===== config.mk =====
export PLATFORM = sky130hd
export DESIGN_NAME = urng_sample_formatter
export DESIGN_NICKNAME = d
export VERILOG_FILES = /design/src/rtl/bm_pkg.sv /design/src/rtl/bm_sample_fifo.sv /design/src/rtl/urng_sample_formatter.sv
export SDC_FILE = /design/constraint.sdc
export NUM_CORES = 1
export LEC_CHECK = 0
export CAP_MARGIN = 10
export CORE_ASPECT_RATIO = 2
export CORE_MARGIN = 8
export CORE_UTILIZATION = 55
export CTS_CLUSTER_SIZE = 16
export DETAILED_ROUTE_END_ITERATION = 8
export GPL_ROUTABILITY_DRIVEN = 0
export PLACE_DENSITY = 0.78
export SKIP_LAST_GASP = 1
export SLEW_MARGIN = 20
export SYNTH_ARGS = -nofsm -noshare
export SYNTH_HDL_FRONTEND = slang
export SYNTH_SLANG_ARGS = --single-unit

===== constraint.sdc =====
create_clock -name clk -period 9.55 [get_ports clk]
set_clock_uncertainty 0.1 [all_clocks]
set_input_delay 1.4325 -clock clk [delete_from_list [all_inputs] [get_ports clk]]
set_output_delay 1.4325 -clock clk [all_outputs]
set_load 0.005 [all_outputs]

===== src/rtl/bm_pkg.sv =====
// Shared Box-Muller operand widths and the uniform-word to operand repacking rule.
// Imported by the sample formatter and the downstream log/sqrt and sin/cos stages.
package bm_pkg;

  localparam int unsigned URNG_W = 32;
  localparam int unsigned U0_W   = 48;
  localparam int unsigned U1_W   = 16;

  localparam logic [U0_W-1:0] U0_ZERO_SUB = 48'h1;

  typedef struct packed {
    logic [U0_W-1:0] u0;
    logic [U1_W-1:0] u1;
  } bm_sample_t;

  // u0 feeds ln(), so an all-zero operand is replaced by the smallest nonzero value.
  function automatic bm_sample_t bm_format(input logic [URNG_W-1:0] a,
                                           input logic [URNG_W-1:0] b);
    bm_sample_t s;
    s.u0 = {a, b[URNG_W-1:U1_W]};
    s.u1 = b[U1_W-1:0];
    if (s.u0 == '0) begin
      s.u0 = U0_ZERO_SUB;
    end
    return s;
  endfunction

endpackage


===== src/rtl/bm_sample_fifo.sv =====
// First-word-fall-through FIFO of Box-Muller samples with occupancy output.
// A push into a full FIFO is accepted only when a pop frees the head in the same cycle.
module bm_sample_fifo
  import bm_pkg::*;
#(
  parameter int unsigned DEPTH = 4
) (
  input  logic                   clk_i,
  input  logic                   rst_ni,
  input  logic                   push_i,
  input  bm_sample_t             data_i,
  input  logic                   pop_i,
  output bm_sample_t             data_o,
  output logic [$clog2(DEPTH):0] level_o,
  output logic                   full_o,
  output logic                   empty_o
);

  localparam int unsigned AW = $clog2(DEPTH);

  logic [AW-1:0] wptr_q, wptr_d;
  logic [AW-1:0] rptr_q, rptr_d;
  logic [AW:0]   level_q, level_d;
  logic          do_push, do_pop;

  bm_sample_t mem_q [DEPTH];

  assign full_o  = (level_q == (AW+1)'(DEPTH));
  assign empty_o = (level_q == '0);
  assign do_pop  = pop_i & ~empty_o;
  assign do_push = push_i & (~full_o | do_pop);
  assign level_o = level_q;
  assign data_o  = empty_o ? '0 : mem_q[rptr_q];

  always_comb begin
    wptr_d  = wptr_q;
    rptr_d  = rptr_q;
    level_d = level_q;
    if (do_push) begin
      wptr_d = wptr_q + 1'b1;
    end
    if (do_pop) begin
      rptr_d = rptr_q + 1'b1;
    end
    unique case ({do_push, do_pop})
      2'b10:   level_d = level_q + 1'b1;
      2'b01:   level_d = level_q - 1'b1;
      default: level_d = level_q;
    endcase
  end

  always_ff @(posedge clk_i or negedge rst_ni) begin
    if (!rst_ni) begin
      wptr_q  <= '0;
      rptr_q  <= '0;
      level_q <= '0;
    end else begin
      wptr_q  <= wptr_d;
      rptr_q  <= rptr_d;
      level_q <= level_d;
    end
  end

  // Storage is not reset; data_o is masked to zero while empty.
  always_ff @(posedge clk_i) begin
    if (do_push) begin
      mem_q[wptr_q] <= data_i;
    end
  end

endmodule


===== src/rtl/urng_sample_formatter.sv =====
// Captures the dual-Tausworthe uniform words, skips the warm-up run, repacks them into
// Box-Muller operands and buffers them; samples arriving at a full FIFO are dropped.
module urng_sample_formatter
  import bm_pkg::*;
#(
  parameter int unsigned WARMUP = 8,
  parameter int unsigned DEPTH  = 4,
  parameter int unsigned DROP_W = 16
) (
  input  logic                   clk,
  input  logic                   reset,
  input  logic                   enable,
  input  logic [URNG_W-1:0]      a,
  input  logic [URNG_W-1:0]      b,
  input  logic                   out_ready,
  output logic [U0_W-1:0]        u0,
  output logic [U1_W-1:0]        u1,
  output logic                   out_valid,
  output logic                   warm,
  output logic [DROP_W-1:0]      drop_count,
  output logic [$clog2(DEPTH):0] fifo_level
);

  localparam int unsigned WC_W = (WARMUP == 0) ? 1 : $clog2(WARMUP + 1);

  logic [URNG_W-1:0] s1_a_q, s1_a_d;
  logic [URNG_W-1:0] s1_b_q, s1_b_d;
  logic              s1_v_q, s1_v_d;
  bm_sample_t        s2_q, s2_d;
  logic              s2_v_q, s2_v_d;
  logic [WC_W-1:0]   wcnt_q, wcnt_d;
  logic              warm_q, warm_d;
  logic [DROP_W-1:0] drop_q, drop_d;

  bm_sample_t head;
  logic       fifo_full, fifo_empty, pop, drop;

  assign pop  = ~fifo_empty & out_ready;
  assign drop = s2_v_q & fifo_full & ~pop;

  always_comb begin
    s1_a_d = a;
    s1_b_d = b;
    s1_v_d = enable;

    s2_d   = bm_format(s1_a_q, s1_b_q);
    s2_v_d = s1_v_q & warm_q;

    // Each valid sample seen while cold is discarded; the last discard raises warm.
    wcnt_d = wcnt_q;
    warm_d = warm_q;
    if (WARMUP == 0) begin
      warm_d = 1'b1;
    end else if (s1_v_q && !warm_q) begin
      wcnt_d = wcnt_q + 1'b1;
      if (wcnt_q == WC_W'(WARMUP - 1)) begin
        warm_d = 1'b1;
      end
    end

    drop_d = drop_q;
    if (drop && (drop_q != '1)) begin
      drop_d = drop_q + 1'b1;
    end
  end

  always_ff @(posedge clk or negedge reset) begin
    if (!reset) begin
      s1_a_q <= '0;
      s1_b_q <= '0;
      s1_v_q <= 1'b0;
      s2_q   <= '0;
      s2_v_q <= 1'b0;
      wcnt_q <= '0;
      warm_q <= 1'b0;
      drop_q <= '0;
    end else begin
      s1_a_q <= s1_a_d;
      s1_b_q <= s1_b_d;
      s1_v_q <= s1_v_d;
      s2_q   <= s2_d;
      s2_v_q <= s2_v_d;
      wcnt_q <= wcnt_d;
      warm_q <= warm_d;
      drop_q <= drop_d;
    end
  end

  bm_sample_fifo #(
    .DEPTH (DEPTH)
  ) u_fifo (
    .clk_i   (clk),
    .rst_ni  (reset),
    .push_i  (s2_v_q),
    .data_i  (s2_q),
    .pop_i   (pop),
    .data_o  (head),
    .level_o (fifo_level),
    .full_o  (fifo_full),
    .empty_o (fifo_empty)
  );

  assign u0         = head.u0;
  assign u1         = head.u1;
  assign out_valid  = ~fifo_empty;
  assign warm       = warm_q;
  assign drop_count = drop_q;

endmodule


==> results of run 1 <==
-- power by group through the flow --
stage	combinational (mW)	clock [mW]	sequential, mW
2_1_floorplan	0.783	0	2.30
3_3_place_gp	1.35	0	2.42
3_5_place_dp	1.35	0	2.44
4_1_cts	1.37	1.45	2.41
5_1_grt	1.44	1.52	2.43
6_report	1.32	1.42	2.40
-- state kept, by name (all words and copies together) (netlist names) --
signal          count
drop_count         16
s2_q               64
s1_v_q              1
s2_v_q              1
u_fifo.rptr_q       2
u_fifo.level_o      3
warm                1
s1_b_q             32
s1_a_q             32
wcnt_q              4
u_fifo.wptr_q       2
u_fifo.mem_q      256
-- cell usage after synthesis --
| cell type | instances | area share |
|---|---|---|
| xor2_1 | 14 | 0.0084 |
| and4_2 | 1 | 0.00068 |
| nor2_2 | 1 | 0.00043 |
| buf_1 | 2 | 0.00051 |
| mux2_4 | 1 | 0.0010 |
| ha_1 | 7 | 0.0060 |
| and2b_2 | 1 | 0.00060 |
| edfxtp_1 | 256 | 0.53 |
| mux2_2 | 4 | 0.0031 |
| and3_1 | 1 | 0.00043 |
| nand2_1 | 9 | 0.0023 |
| mux4_2 | 64 | 0.098 |
| inv_1 | 10 | 0.0026 |
| nor4b_4 | 1 | 0.0016 |
| mux2i_1 | 1 | 0.00068 |
| xnor2_1 | 6 | 0.0036 |
| nor2_1 | 5 | 0.0013 |
| and3_2 | 1 | 0.00051 |
| nor3b_1 | 2 | 0.0010 |
| and2_1 | 70 | 0.030 |
| fa_1 | 1 | 0.0014 |
| nand3_1 | 4 | 0.0014 |
| and4_1 | 2 | 0.0012 |
| nor4_4 | 1 | 0.0015 |
| nor2b_1 | 1 | 0.00043 |
| a41o_1 | 1 | 0.00068 |
| buf_2 | 4 | 0.0014 |
| nor4_1 | 13 | 0.0056 |
| o31ai_1 | 1 | 0.00051 |
| or3_2 | 1 | 0.00051 |
| clkbuf_1 | 59 | 0.015 |
| nor3_1 | 6 | 0.0021 |
| dfrtp_1 | 158 | 0.27 |
| o21ai_0 | 5 | 0.0017 |
| buf_4 | 4 | 0.0021 |
| nand4_1 | 8 | 0.0034 |
| nand4_2 | 2 | 0.0017 |
| nor4b_2 | 1 | 0.0010 |
-- cells in the final DEF (no fill, tap or decap), types with 7 or more instances in the layout --
master | netlist | layout
and2_1 | 70 | 66
clkbuf_1 | 59 | 10
clkbuf_16 | 0 | 39
clkdlybuf4s50_1 | 0 | 151
dfrtp_1 | 158 | 156
edfxtp_1 | 256 | 256
ha_1 | 7 | 7
inv_1 | 10 | 10
mux4_2 | 64 | 64
nand2_1 | 9 | 9
nand4_1 | 8 | 8
nor4_1 | 13 | 13
xor2_1 | 14 | 14
-- worst max-delay path, cell delays in order (launching register included) --
cell	delay [ns]
dfrtp_4	0.88
buf_4	0.67
mux4_2	0.61
and2_1	0.17
clkdlybuf4s50_1	0.46
-- cell families after synthesis --
| logic type | Yosys count | synth area share |
|---|---|---|
| buf+inv | 79 | 0.0216 |
| simple gates | 131 | 0.0575 |
| compound gates | 7 | 0.00291 |
| xor+xnor | 20 | 0.0120 |
| mux | 70 | 0.103 |
| fa+ha+maj | 8 | 0.00735 |
| flops | 414 | 0.795 |
-- worst max path at each step --
stage / to / depth (start not counted) / start / slack [ns]
final: u0[44] / 4 / u_fifo.rptr_q[0] / 4.68
after detailed placement: u0[33] / 4 / u_fifo.rptr_q[0] / 5.12
after global routing: u0[35] / 4 / u_fifo.rptr_q[0] / 4.44
after global placement: u0[35] / 4 / u_fifo.rptr_q[0] / 5.11
after floorplan: u_fifo.mem_q[0][0] / 4 / out_ready / 5.59
after CTS: u1[1] / 4 / u_fifo.rptr_q[0] / 4.56
-- per-stage QoR --
step / power, mW / utilization
3_5_place_dp: 3.80 / 0.622
4_1_cts: 5.22 / 0.667
6_report: 5.14 / 0.667
5_1_grt: 5.38 / 0.667
3_3_place_gp: 3.77 / 0.622
2_1_floorplan: 3.09 / -
-- metal layers --
metal	wire length, um	part of all wire	vias up	track usage
met3	1120	0.041	37	0.0307
met4	653	0.024	0	0.0588
met5	0	0	-	0
met1	10100	0.37	3445	0.186
li1	-	-	2954	-
met2	15300	0.56	162	0.327
-- final cells by class --
type                            instances  area (sq um)
Inverter                               10          37.5
Multi-Input combinational cell        236          2690
Tap cell                              344           430
Sequential cell                       414         11600
Fill cell                            1790          8760
Clock inverter                         10          82.6
Clock buffer                           54          1080
Timing Repair Buffer                  155          1550
==> flow_summary.yaml, run 1 <==
status:
  status: "completed"
setup_path:
  rr_worst_depth: 8
  critPathKind: "reg -> out"
  start_kind: "flop"
  cp.required_ns: 8.02
  cp.arrival_ns: 3.33
  r2r-end: "u_fifo.level_o[2]"
  critPathCaptureType: "output pin"
  r2r-start: "u_fifo.level_o[0]"
  cp_max_fo: 34
  reg2reg_slack_ns: 6.96
finish:
  drive_gt1_frac: 0.162
  final_cell_area_sq_um: 17500
  finalNetCount: 929
  antenna_cells: 0
  fin_cells: 1223
  area_delta_synth_final_pct: 19.7
pwr:
  power.leakage_nw: 6.35
  sequentialPowerShare: 0.466
  switching_share: 0.254
  clkPwrFrac: 0.276
  vdd_drop_max_mv: 0.176
  pwr_density_cell_nw_per_um2: 293
  p_int_mw: 3.83
  netSwitchingPower_mw: 1.31
  pwr-share-comb: 0.257
timing:
  final_hold_viol_count: 0
  rsz0062_at_grt: "no"
  timing.fmax_mhz: 206
  finalHoldWorstSlack_ns: 0.245
  finalSetupViolations: 0
  finalSetupTns_ns: 0
  tightest_slew_ns: 1.05
  fin_crit_ns: 4.87
  setup_ws_ns: 4.68
  max_slew_margin: 0.303
  slew_violations: 0
  layout_worst_path_cycle_share: 0.509
floorplanning:
  dieWidth_um: 131
  num_io_pins: 153
  die_area_sq_um: 32400
  start_util: 0.557
  fp.dieH_um: 247
  core_sq_um: 26300
  rows: 84
cts:
  postCtsHoldBufs: 0
  h-tree-depth: 2
  clkSinkCount: 414
  cts_tree: "built"
  insertion_delay_ns: 0.51
  postCtsSetupBuffers: 0
  clk_pin_slew_ns: 0.06
  post_cts_resized: 0
  clockBufferDepth: 3
  cts_made_buffers: 36
  cts-root-buf: "clkbuf_16"
yosys:
  synth_warnings: 0
  syn_area_per_cell_sq_um: 20.1
  ys_ff_latch: 414
  syn_area_sq_um: 14600
  synthCells: 729
  yosysUniqueCellTypes: 38
  yosysSeqAreaShare: 0.795
  synth_nets: 805
grt:
  overflow: 0
  first_global_vias: 7582
  grt_start_max_net_pins: 67
  antenna_found_initial: 0
  track_usage: 0.171
  grt_pass1_wl_um: 42700
routing:
  drt-initial-drc-count: 324
  dr.pass1.iters: 5
  detail_route.vias_per_cell: 5.39
  drt-total-wl_um: 27200
  wl_per_cell_um: 22.2
  drc: 0
  ant_nets: 0
  vias: 6598
placed_design:
  placed_cell_area_sq_um: 16400
  place_inst: 1159
  io_buffers: 152
  post-place-ws_ns: 5.12
  hpwlAfterDp_um: 16600
worst_hold_path:
  hold-path-endpoint: "s2_q[7]"
  hold_depth: 0
  min_path_type: "reg -> reg"
  worst_hold_startpoint: "s1_b_q[7]"
flow_run:
  maxCapViolations: 0
Note: power is estimated with default switching activity, not from simulation.
==> run 2, diff against run 1 <==
- CORE_UTILIZATION: 55 -> 51
- PLACE_DENSITY: 0.78 -> 0.76
- clock period: 9.55 -> 4.4 ns (I/O delays scaled with it)
==> run 2 against run 1 <==
Compared with the run above:
- wire length down 2.3%
- sequential power is 120% higher
- critical path type unchanged
- via count increased by 1.7%
- largest cell class unchanged
- non-clock buffer count rose by 2
- first-iteration DRC count is 31% higher
- utilization fell by 4.5 points
- worst setup slack lost 3.9 ns
- clock power is 140% higher
- critical path depth stayed put
- final area rose by 1.3%
==> flow_summary.yaml, run 2 (synthesis gave the netlist of run 1 again) <==
cts:
  clkSinkCount: 414
  post_cts_resized: 0
  clockBufferDepth: 3
  postCtsHoldBufs: 0
  h-tree-depth: 2
  insertion_delay_ns: 0.52
  clk_pin_slew_ns: 0.06
  cts_tree: "built"
  cts_made_buffers: 37
  postCtsSetupBuffers: 0
  cts-root-buf: "clkbuf_16"
routing:
  ant_nets: 0
  detail_route.vias_per_cell: 5.39
  drc: 0
  wl_per_cell_um: 21.3
  drt-initial-drc-count: 426
  drt-total-wl_um: 26500
  dr.pass1.iters: 6
  vias: 6713
finish:
  top_regs: "u_fifo.mem_q: 256 flops, s2_q: 64 flops"
  top_register: "u_fifo.mem_q"
  final_cell_area_sq_um: 17700
  largest_register_ffs: 256
  drive_gt1_frac: 0.169
  area_delta_synth_final_pct: 21.2
  fin_util: 0.622
  fin_cells: 1245
  fillCellCount: 1950
  finalNetCount: 932
  mostFrequentLayoutCells: "edfxtp_1 (256), dfrtp_1 (156), clkdlybuf4s50_1 (151), and2_1 (66), mux4_2 (64)"
  layout_commonest_cell: "edfxtp_1"
timing:
  slew_violations: 0
  fin_crit_ns: 3.63
  tightest_slew_ns: 1.04
  layout_worst_path_cycle_share: 0.825
  rsz0062_at_grt: "no"
  finalSetupViolations: 0
  timing.fmax_mhz: 276
  final_hold_viol_count: 0
  finalHoldWorstSlack_ns: 0.144
  finalSetupTns_ns: 0
  setup_ws_ns: 0.772
  max_slew_margin: 0.310
grt:
  track_usage: 0.158
  antenna_found_initial: 0
  overflow: 0
  grt_pass1_wl_um: 42300
  first_global_vias: 7509
  grt_start_max_net_pins: 99
setup_path:
  critPathKind: "reg -> out"
  critPathCaptureType: "output pin"
  cp.required_ns: 3.64
  cp.arrival_ns: 2.87
  start_kind: "flop"
  cp_max_fo: 28
placed_design:
  placed_cell_area_sq_um: 16400
  place_inst: 1177
  io_buffers: 152
  post-place-ws_ns: 1.25
  hpwlAfterDp_um: 15800
floorplanning:
  core_sq_um: 28500
  rows: 88
  fp.dieH_um: 256
  die_area_sq_um: 34700
  dieWidth_um: 136
  start_util: 0.513
  num_io_pins: 153
pwr:
  power_mw: 11.5
  vdd_drop_max_mv: 0.375
  pwr_density_cell_nw_per_um2: 649
  power.leakage_nw: 6.45
worst_hold_path:
  min_path_type: "in -> async"
status:
  status: "completed"
flow_run:
  maxCapViolations: 0
==> run 2: cell types whose count changed in the layout (fill, tap and decap cells not counted), sizes merged <==
| cell | delta |
|---|---|
| clkinvlp | -2 |
| bufinv | +4 |
| inv | +2 |
| clkinv | -1 |
| diode | +1 |
| buf | +2 |
==> run 2: routing by layer <==
metal	routed length, um	global-route usage
met3	1320	0.0322
met2	13500	0.262
met5	0	0
met1	11000	0.200
met4	785	0.0614
==> run 2: layout make-up <==
cell class	instances	area, sq um	share of cell area
timing repair buffer	157	1600	0.0901
antenna	1	2.50	0.000141
multi-input combinational	236	2690	0.152
clock buffer	54	1100	0.0622
inverter	10	37.5	0.00212
sequential	414	11600	0.657
tap	360	450	0.0254
clock inverter	13	206	0.0116
==> run 2: worst paths after layout <==
check                                  start                end  slack [ns]  cells past startpoint
setup / recovery            u_fifo.rptr_q[0]             u0[13]        0.77                      4
min in group clk                   s1_b_q[4]            s2_q[4]        0.25                      0
setup reg to reg           u_fifo.level_o[0]  u_fifo.level_o[2]        1.81                      8
hold reg to reg                    s1_b_q[4]            s2_q[4]        0.25                      0
max in group asynchronous              reset          s1_b_q[7]        3.15                      2
hold / removal                         reset      drop_count[0]        0.14                      1
==> run 2: worst max-delay path: stages (launching register included) <==
cell             delay (ns)
dfrtp_4                0.79
buf_4                  0.36
mux4_2                 0.53
and2_1                 0.18
clkdlybuf4s50_1        0.45
==> run 2: where the power goes <==
group          internal [mW]  switching (mW)  total [mW]
clock                   2.05            1.35        3.40
combinational           1.81            1.13        2.94
sequential              4.77           0.407        5.18
==> run 3, diff against run 2 <==
- clock period: 4.4 -> 3.1 ns (I/O delays scaled with it)
==> run 3 against run 2 <==
Compared with the run above:
- total power up 42%
- clock power up 32%
- register-to-register slack worse by 1.2 ns
- flip-flop and latch count unchanged
- die area unchanged
- first-iteration DRC count up 8.0%
- final cell count up 1.2%
- non-clock buffer count up 17
- hold slack better by 0.10 ns
- critical path depth unchanged
==> flow_summary.yaml, run 3 (synthesis gave the netlist of run 1 again) <==
status:
  status: "completed"
floorplanning:
  dieWidth_um: 136
  die_area_sq_um: 34700
  start_util: 0.513
  rows: 88
  fp.dieH_um: 256
  core_sq_um: 28500
  num_io_pins: 153
pwr:
  power.leakage_nw: 6.49
  pwr_density_cell_nw_per_um2: 915
  vdd_drop_max_mv: 0.647
  power_mw: 16.4
setup_path:
  crit_buf_inv: 2
  worstPathCellList: "buf_12, mux4_2, and2_1, clkdlybuf4s50_1"
  cp_max_fo: 21
  slowest_stage: "mux4_2"
  critPathCaptureType: "output pin"
  cpLargestDelayFamily: "buffers and inverters"
  reg2reg_slack_ns: 0.63
  r2r-start: "u_fifo.level_o[0]"
  start_kind: "flop"
  critPathMaxStageDelay_ns: 0.56
  critPathKind: "reg -> out"
  cp.arrival_ns: 2.48
  r2r-end: "u_fifo.level_o[2]"
  rr_worst_depth: 9
  cp.required_ns: 2.53
timing:
  slew_violations: 0
  layout_worst_path_cycle_share: 0.982
  fin_crit_ns: 3.04
  rsz0062_at_grt: "yes"
  timing.fmax_mhz: 328
  max_slew_margin: 0.588
  final_hold_viol_count: 0
  tightest_slew_ns: 0.613
  finalSetupViolations: 0
cts:
  cts_tree: "built"
  insertion_delay_ns: 0.53
  clk_pin_slew_ns: 0.06
  cts_made_buffers: 36
  clockBufferDepth: 3
  h-tree-depth: 2
  cts-root-buf: "clkbuf_16"
  clkSinkCount: 414
finish:
  final_cell_area_sq_um: 17900
  finalNetCount: 948
  fin_cells: 1260
  top_regs: "u_fifo.mem_q: 256 flops, s2_q: 64 flops"
  fillCellCount: 1910
  top_register: "u_fifo.mem_q"
  mostFrequentLayoutCells: "edfxtp_1 (256), dfrtp_1 (156), clkdlybuf4s50_1 (151), and2_1 (66), mux4_2 (64)"
  area_delta_synth_final_pct: 22.2
  layout_commonest_cell: "edfxtp_1"
  antenna_cells: 0
  drive_gt1_frac: 0.176
  largest_register_ffs: 256
  fin_util: 0.627
routing:
  drt-initial-drc-count: 460
  drc: 0
  detail_route.vias_per_cell: 5.38
  wl_per_cell_um: 21.9
  dr.pass1.iters: 5
  drt-total-wl_um: 27600
  vias: 6780
  ant_nets: 0
flow_run:
  maxCapViolations: 0
placed_design:
  place_inst: 1189
  hpwlAfterDp_um: 17500
  placed_cell_area_sq_um: 16700
  io_buffers: 152
grt:
  track_usage: 0.165
  antenna_found_initial: 0
  grt_pass1_wl_um: 43800
  overflow: 0
  first_global_vias: 7589
  grt_start_max_net_pins: 67
worst_hold_path:
  hold-path-endpoint: "s2_q[3]"
  min_path_type: "reg -> reg"
  worst_hold_startpoint: "s1_b_q[3]"
  hold_depth: 0
-- run 3: changes by cell type in the layout (fill, tap and decap cells not counted), sizes merged, moves of 2 or more --
cell	change
clkinv	+2
clkinvlp	+5
clkbuf	-6
buf	+16
-- run 3: report_power, final --
group	internal, mW	total [mW]	switching, mW
clock	2.57	4.49	1.92
sequential	6.76	7.14	0.377
combinational	2.78	4.73	1.95
-- run 3: metal layers --
metal	up-vias	track usage	part of all wire
li1	2993	-	-
met1	3523	0.217	0.41
met2	217	0.267	0.51
met3	47	0.0348	0.058
met4	0	0.0580	0.026
met5	-	0	0
-- run 3: worst max path at each step --
| stage | from | endpoint | slack [ns] | depth (start not counted) |
|---|---|---|---|---|
| 2_1_floorplan | u_fifo.level_o[2] | u_fifo.mem_q[2][0] | 0.06 | 4 |
| 3_3_place_gp | out_ready | u_fifo.level_o[2] | 0.30 | 10 |
| 3_5_place_dp | out_ready | u_fifo.level_o[2] | 0.26 | 10 |
| 4_1_cts | u_fifo.rptr_q[0] | u0[9] | 0.007 | 4 |
| 5_1_grt | u_fifo.rptr_q[0] | u0[6] | -0.03 | 4 |
| 6_report | u_fifo.rptr_q[0] | u0[4] | 0.06 | 4 |
-- run 3: timing repair --
item,CTS,global route
endpoints found under the setup margin,64,16
cloned,0,0
pin swaps,0,0
setup buffers,4,0
hold buffers,1,0
resized for setup,1,0
hold endpoints to repair,48,0
-- run 3: area by class of cell --
| type | count | area [sq um] | share of cell area |
|---|---|---|---|
| sequential | 414 | 11600 | 0.651 |
| multi-input combinational | 236 | 2690 | 0.151 |
| timing repair buffer | 174 | 1870 | 0.105 |
| clock buffer | 48 | 977 | 0.0546 |
| tap | 360 | 450 | 0.0252 |
| clock inverter | 18 | 204 | 0.0114 |
| inverter | 10 | 37.5 | 0.00210 |
-- run 3: metrics by stage --
step / hold slack [ns] / setup TNS, ns / setup slack, ns
floorplan: 0.0694 / 0 / 0.0567
global placement: 0.235 / 0 / 0.297
detailed placement: 0.235 / 0 / 0.256
CTS: 0.244 / 0 / 0.00690
global route: 0.255 / -0.237 / -0.0255
finish: 0.246 / 0 / 0.0552
